$ cat config.mk
export PLATFORM = sky130hd
export DESIGN_NAME = cordic_sched
export DESIGN_NICKNAME = d
export VERILOG_FILES = /design/src/rtl/cordic_sched.sv
export SDC_FILE = /design/constraint.sdc
export NUM_CORES = 1
export LEC_CHECK = 0
export ABC_AREA = 1
export CORE_ASPECT_RATIO = 0.8
export CORE_MARGIN = 3
export CORE_UTILIZATION = 38
export CTS_BUF_LIST = sky130_fd_sc_hd__clkbuf_2
export DETAILED_ROUTE_END_ITERATION = 10
export PLACE_DENSITY = 0.78
export SETUP_SLACK_MARGIN = 0.1
export SKIP_CTS_REPAIR_TIMING = 1
export SLEW_MARGIN = 20
export SYNTH_ARGS = -nofsm -noshare
export SYNTH_HDL_FRONTEND = slang
export SYNTH_SLANG_ARGS = --single-unit
$ cat constraint.sdc
create_clock -name clk -period 1.6 [get_ports clk]
set_clock_uncertainty 0.1 [all_clocks]
set_input_delay 0.32 -clock clk [delete_from_list [all_inputs] [get_ports clk]]
set_output_delay 0.32 -clock clk [all_outputs]
set_load 0.05 [all_outputs]
$ cat src/rtl/cordic_sched.sv
// Two-requester scheduler for a shared exp/sinh/cosh engine.
// One request in flight at a time, with round-robin arbitration on ties,
// a timeout while waiting on the engine, and a held response until it is taken.
module cordic_sched #(
    parameter int unsigned TIMEOUT = 64
) (
    input  logic        clk,
    input  logic        rst,
    input  logic        req0_valid,
    input  logic [31:0] req0_x,
    output logic        req0_ready,
    input  logic        req1_valid,
    input  logic [31:0] req1_x,
    output logic        req1_ready,
    output logic [31:0] eng_x,
    output logic        eng_en,
    input  logic        eng_valid,
    input  logic [31:0] eng_epx,
    input  logic [31:0] eng_sinhx,
    input  logic [31:0] eng_coshx,
    output logic        rsp_valid,
    input  logic        rsp_ready,
    output logic        rsp_id,
    output logic        rsp_err,
    output logic [31:0] rsp_epx,
    output logic [31:0] rsp_sinhx,
    output logic [31:0] rsp_coshx,
    output logic [15:0] done_cnt,
    output logic [7:0]  err_cnt
);

    localparam int unsigned TIMER_W = 8;
    localparam logic [TIMER_W-1:0] TIMER_LAST = TIMER_W'(TIMEOUT - 1);

    typedef enum logic [1:0] {IDLE, ISSUE, WAIT, RESP} state_t;

    state_t               state;
    logic [TIMER_W-1:0]   timer;
    logic                 last_grant;
    logic                 grant_id;
    logic                 accept;

    // Arbitration: a lone requester wins; on a tie the one not served last wins
    always_comb begin
        grant_id = req1_valid;
        if (req0_valid && req1_valid) begin
            grant_id = ~last_grant;
        end
    end

    assign req0_ready = !rst && (state == IDLE) && req0_valid && !grant_id;
    assign req1_ready = !rst && (state == IDLE) && req1_valid &&  grant_id;
    assign accept     = (req0_valid && req0_ready) || (req1_valid && req1_ready);

    // Scheduler FSM with all datapath registers
    always_ff @(posedge clk) begin
        if (rst) begin
            state      <= IDLE;
            timer      <= '0;
            last_grant <= 1'b1;
            eng_en     <= 1'b0;
            eng_x      <= '0;
            rsp_valid  <= 1'b0;
            rsp_id     <= 1'b0;
            rsp_err    <= 1'b0;
            rsp_epx    <= '0;
            rsp_sinhx  <= '0;
            rsp_coshx  <= '0;
            done_cnt   <= '0;
            err_cnt    <= '0;
        end else begin
            case (state)
                IDLE: begin
                    if (accept) begin
                        eng_x      <= grant_id ? req1_x : req0_x;
                        rsp_id     <= grant_id;
                        last_grant <= grant_id;
                        eng_en     <= 1'b1;
                        state      <= ISSUE;
                    end
                end
                ISSUE: begin
                    timer <= '0;
                    state <= WAIT;
                end
                WAIT: begin
                    if (eng_valid) begin
                        rsp_epx   <= eng_epx;
                        rsp_sinhx <= eng_sinhx;
                        rsp_coshx <= eng_coshx;
                        rsp_err   <= 1'b0;
                        rsp_valid <= 1'b1;
                        eng_en    <= 1'b0;
                        state     <= RESP;
                    end else if (timer == TIMER_LAST) begin
                        rsp_epx   <= '0;
                        rsp_sinhx <= '0;
                        rsp_coshx <= '0;
                        rsp_err   <= 1'b1;
                        rsp_valid <= 1'b1;
                        eng_en    <= 1'b0;
                        if (err_cnt != 8'hFF) begin
                            err_cnt <= err_cnt + 8'd1;
                        end
                        state     <= RESP;
                    end else begin
                        timer <= timer + TIMER_W'(1);
                    end
                end
                RESP: begin
                    if (rsp_ready) begin
                        rsp_valid <= 1'b0;
                        done_cnt  <= done_cnt + 16'd1;
                        state     <= IDLE;
                    end
                end
                default: state <= IDLE;
            endcase
        end
    end

endmodule

* After elaboration in Yosys (flattened, before gate mapping)
Index checks and enable logic that the tools add are counted.
** Storage, ports and cells
- Flip-flop bits (word level) :: 167
- Input bits :: 166
- Output and inout port bits :: 158
- Logic and storage cells :: 75
** Operators by class
- Add/subtract/negate cells :: 3
- Equality and inequality tests :: 10
- Mux-type cells :: 23
- Bitwise gates (word level) :: 2
- Reduce and logical (&&, ||, !) cells :: 24
** Operators by type and width (number)
- $mux W32 :: 5
- $add A16 B1 Y16 const B :: 1
- $add A8 B1 Y8 const B :: 2
- $mux W8 :: 2
- $pmux W8 S2 :: 1
- $reduce_and A3 Y1 :: 4
- $eq A8 B6 Y1 const B :: 1
- $logic_and A1 B1 Y1 :: 8
- $mux W1 :: 8
- $mux W2 :: 4
- $ne A2 B2 Y1 const B :: 4
- $ne A8 B8 Y1 const B :: 1
- $pmux W2 S4 :: 1
- $reduce_bool A2 Y1 :: 4
- $reduce_and A2 Y1 :: 3
- $eq A2 B2 Y1 const B :: 2
- $pmux W1 S2 :: 2
- $reduce_and A4 Y1 :: 1
- $ne A3 B3 Y1 const B :: 1
- $eq A2 B1 Y1 const B :: 1
- $logic_not A1 Y1 :: 2
- $logic_not A2 Y1 :: 1
- $not A1 Y1 :: 2
- $logic_or A1 B1 Y1 :: 1

* Longest topological paths before layout
- Word-level depth :: 8
- Depth in mapped cells :: 10
- Gate-level depth less buffers :: 10

* Worst setup path before layout
OpenSTA, ideal clock, no wires.
- Kind :: reg-to-reg
- Start :: reg state[0]
- End :: reg eng_x[0]
- Setup time :: 116 ps
- Arrival time :: 1749 ps
- Data required time :: 1384 ps
- Path slack :: -365 ps
- Cell stages (with the launch flop) :: 11
- Path buffers :: 2
- Clock period less this slack :: 1965 ps
- Cell sequence :: dfxtp_1 -> inv_1 -> ha_1 -> nand2_1 -> nor2_2 -> nor2_1 -> inv_2 -> buf_6 -> buf_6 -> nand3_1 -> o211a_1
** Between the ends
- Longest elaborated chain between the ends :: 7
- Elaborated cells between the ends (all ways) :: 10
- Those cells by class :: reduce/logical (10)
** RTL lines
- start: declaration :: RTL line 37 : state_t state;
- start signal: assignment :: RTL line 58 : state <= IDLE;
- start signal: assignment :: RTL line 79 : state <= ISSUE;
- start signal: assignment :: RTL line 84 : state <= WAIT;
- $logic_not A2 Y1 :: RTL line 52 : assign req1_ready = !rst && (state == IDLE) && req1_valid && grant_id;
- $logic_and A1 B1 Y1 (3 in a row) :: RTL line 52
- named net req1_ready :: RTL line 14 : output logic req1_ready,
- $logic_and A1 B1 Y1 :: RTL line 53 : assign accept = (req0_valid && req0_ready) || (req1_valid && req1_ready);
- $logic_or A1 B1 Y1 :: RTL line 53
- $reduce_and A2 Y1 (no source line)
- end signal: assignment :: RTL line 75 : eng_x <= grant_id ? req1_x : req0_x;
- end: declaration :: RTL line 15 : output logic [31:0] eng_x,
The timed path passes the listed nets, and every way through them passes these cells.
A chain may end at the register's enable or synchronous reset.

* Final worst setup path
- Start :: reg state[0]
- End :: out req0_ready
** Between the ends
- Longest elaborated chain between the ends :: 4
** RTL lines
- $logic_not A2 Y1 :: RTL line 51 : assign req0_ready = !rst && (state == IDLE) && req0_valid && !grant_id;
- $logic_and A1 B1 Y1 (3 in a row) :: RTL line 51
- end: declaration :: RTL line 11 : output logic req0_ready,
No other way between the ends.

==> results.txt <==
status: finished with violations
failing checks: negative setup slack
gp weighted congestion: 0.850
first-pass GRT wire length: 36.0 mm
CTS Sinks: 167
Synth cell types: 28
commonest non-fill, non-tap cell in the layout: nand2_1
Setup violations, final: 308
Worst EP arrival: 1860 ps
DR vias/cell: 5.71
sequential share of the synthesized area: 0.490
GRT Resource Usage Total: 0.228
Total Die Area: 19600 sq um
max cap viols: 0
Final ANT Viol Nets: 0
crit path time final: 2280 ps
routed wire length: 39.8 mm
Placement Cell Area: 12200 sq um
largest net degree at the start of global routing: 117
Main synth FF type: dfxtp_1
non-filler instance count after layout: 1630
Pins Over Slew Limit: 0
Pwr Density: 1040 nW/um^2
#FFs+latches synth: 167
Worst Max-Slew Pin Slew: 731 ps
HPWL Detailed: 17.4 mm
maximum vdd drop: 0.850 mV
nets: 1562
Hold Worst Slack: 74.4 ps
Hold Fails Final Rpt: 0
DRC Markers: 0
# rows: 43
CP Launch Type: register
vias in the first global route: 7144
Detailed Route Iter0 Violations: 860
cells after synthesis: 906
drt wl/cell: 24.4 um
CP Class: register to output pin
Tcrit/Tclk final: 1.43
setup_tns: -51860 ps
PortBufs: 323
Ys Warns: 0
Core Area: 17500 sq um
post-synthesis async set-or-reset flop share: 0
most frequent cells in the layout: 249 x nand2_1, 169 x buf_12, 164 x clkdlybuf4s50_1
Syn Nets: 1080
CTS H-tree depth: 4
IO Count: 324
Setup crit end kind: output pin
total power: 16300 uW
Die Width: 156 um
Worst-Skew Late Latency: 840 ps
synth-to-layout area growth: 128%
Mean Syn Cell Area: 7.54 sq um
CP required: 1180 ps
relative slew slack: 0.513
CTS tree: built
CTS clk-pin slew, worst paths: 280 ps
vias: 9309
placed instance count: 1442
Starting Density: 0.391
CTS buffer count: 17
cell area after layout: 15600 sq um
clk buf depth: 2
Leakage: 0.00611 uW
HP Class: input pin to register
crit-path max FO: 3
Die Height: 126 um
EDFF count, synth: 0
CTS root buf: clkbuf_2
initial antenna violation count: 5
fillcell total: 644
setup ws final: -684 ps
DRT Pass-1 Iters: 7
layout cells sized above 1: 0.476
grt total ovfl: 0
Max Clk Rate: 0.438 GHz
RSZ-0062 raised after global routing: yes
synthesized area: 6830 sq um
## path summary, 6_finish.rpt
check                           depth (start not counted)            to  slack, ps         from
worst max-delay path                                    7    req0_ready       -680     state[0]
worst min-delay path                                    4     eng_x[11]         70   req1_x[11]
worst max register to register                          8  done_cnt[14]       -330  done_cnt[3]
worst min register to register                          1   done_cnt[3]        390  done_cnt[3]
## per-layer routing
layer  global-route usage  part of all wire  wire (um)  vias up
met5                    0           0.00030         12        -
met4               0.0841             0.076       3040        2
met3               0.0776             0.083       3300      231
met2                0.391              0.52      20800      673
met1                0.264              0.32      12600     4472
li1                     -                 -          -     3931
## power breakdown
group          switching (uW)  leakage [uW]  internal [uW]  total, uW
logic                    4420       0.00451           4040       8460
registers                 710       0.00146           4730       5440
clock network            1880      0.000137            498       2380
total                    7010       0.00611           9270      16300
## cell usage after synthesis (7+ instances only)
library cell	instances	share of area
nand2_1	339	0.19
buf_2	11	0.0081
buf_6	10	0.016
nand4_1	7	0.0064
dfxtp_1	167	0.49
a21oi_1	121	0.089
o211a_1	32	0.047
inv_1	37	0.020
clkbuf_1	27	0.015
xor2_1	7	0.0090
ha_1	8	0.015
o21ai_0	14	0.010
nor2_1	41	0.023
nand3_1	53	0.039
## cell type report
type | instances | area [sq um] | share of cell area
antenna | 4 | 10.0 | 0.000642
clock buffer | 18 | 90.1 | 0.00578
clock inverter | 14 | 135 | 0.00867
inverter | 43 | 179 | 0.0115
multi-input combinational | 643 | 4190 | 0.269
sequential | 167 | 3790 | 0.243
tap | 225 | 282 | 0.0181
timing repair buffer | 516 | 6910 | 0.443
## critical path, cell delays in order (launching register included)
cell and delay (ps):
dfxtp_4 410, inv_4 60, ha_4 150, nand2_4 70
nor2_4 120, inv_2 60, nor2_4 100, buf_12 140
## state kept, by name, summed over array words and instances, names as in the netlist
name / flops
rsp_sinhx: 32
rsp_id: 1
eng_x: 32
rsp_epx: 32
state: 2
eng_en: 1
rsp_coshx: 32
done_cnt: 16
last_grant: 1
err_cnt: 8
timer: 8
rsp_valid: 1
rsp_err: 1
## cell families (layout without fill, tap and decap cells)
| kind of cell | count (synthesis) | in the layout | synth area share |
|---|---|---|---|
| AND/OR/NAND/NOR | 456 | 456 | 0.268 |
| AO/OA/AOI/OAI | 171 | 171 | 0.150 |
| other | 0 | 4 | 0 |
| XOR/XNOR | 8 | 8 | 0.0103 |
| buffers and inverters | 96 | 591 | 0.0669 |
| adder cells (fa/ha/maj) | 8 | 8 | 0.0147 |
| flip-flops | 167 | 167 | 0.490 |
## metrics by stage
stage / setup slack (ps) / util
6_report: -684 / 0.891
4_1_cts: -922 / 0.710
3_5_place_dp: -317 / 0.697
2_1_floorplan: -64.2 / -
3_3_place_gp: -271 / 0.697
5_1_grt: -788 / 0.891
Note: power is estimated with default switching activity, not from simulation.
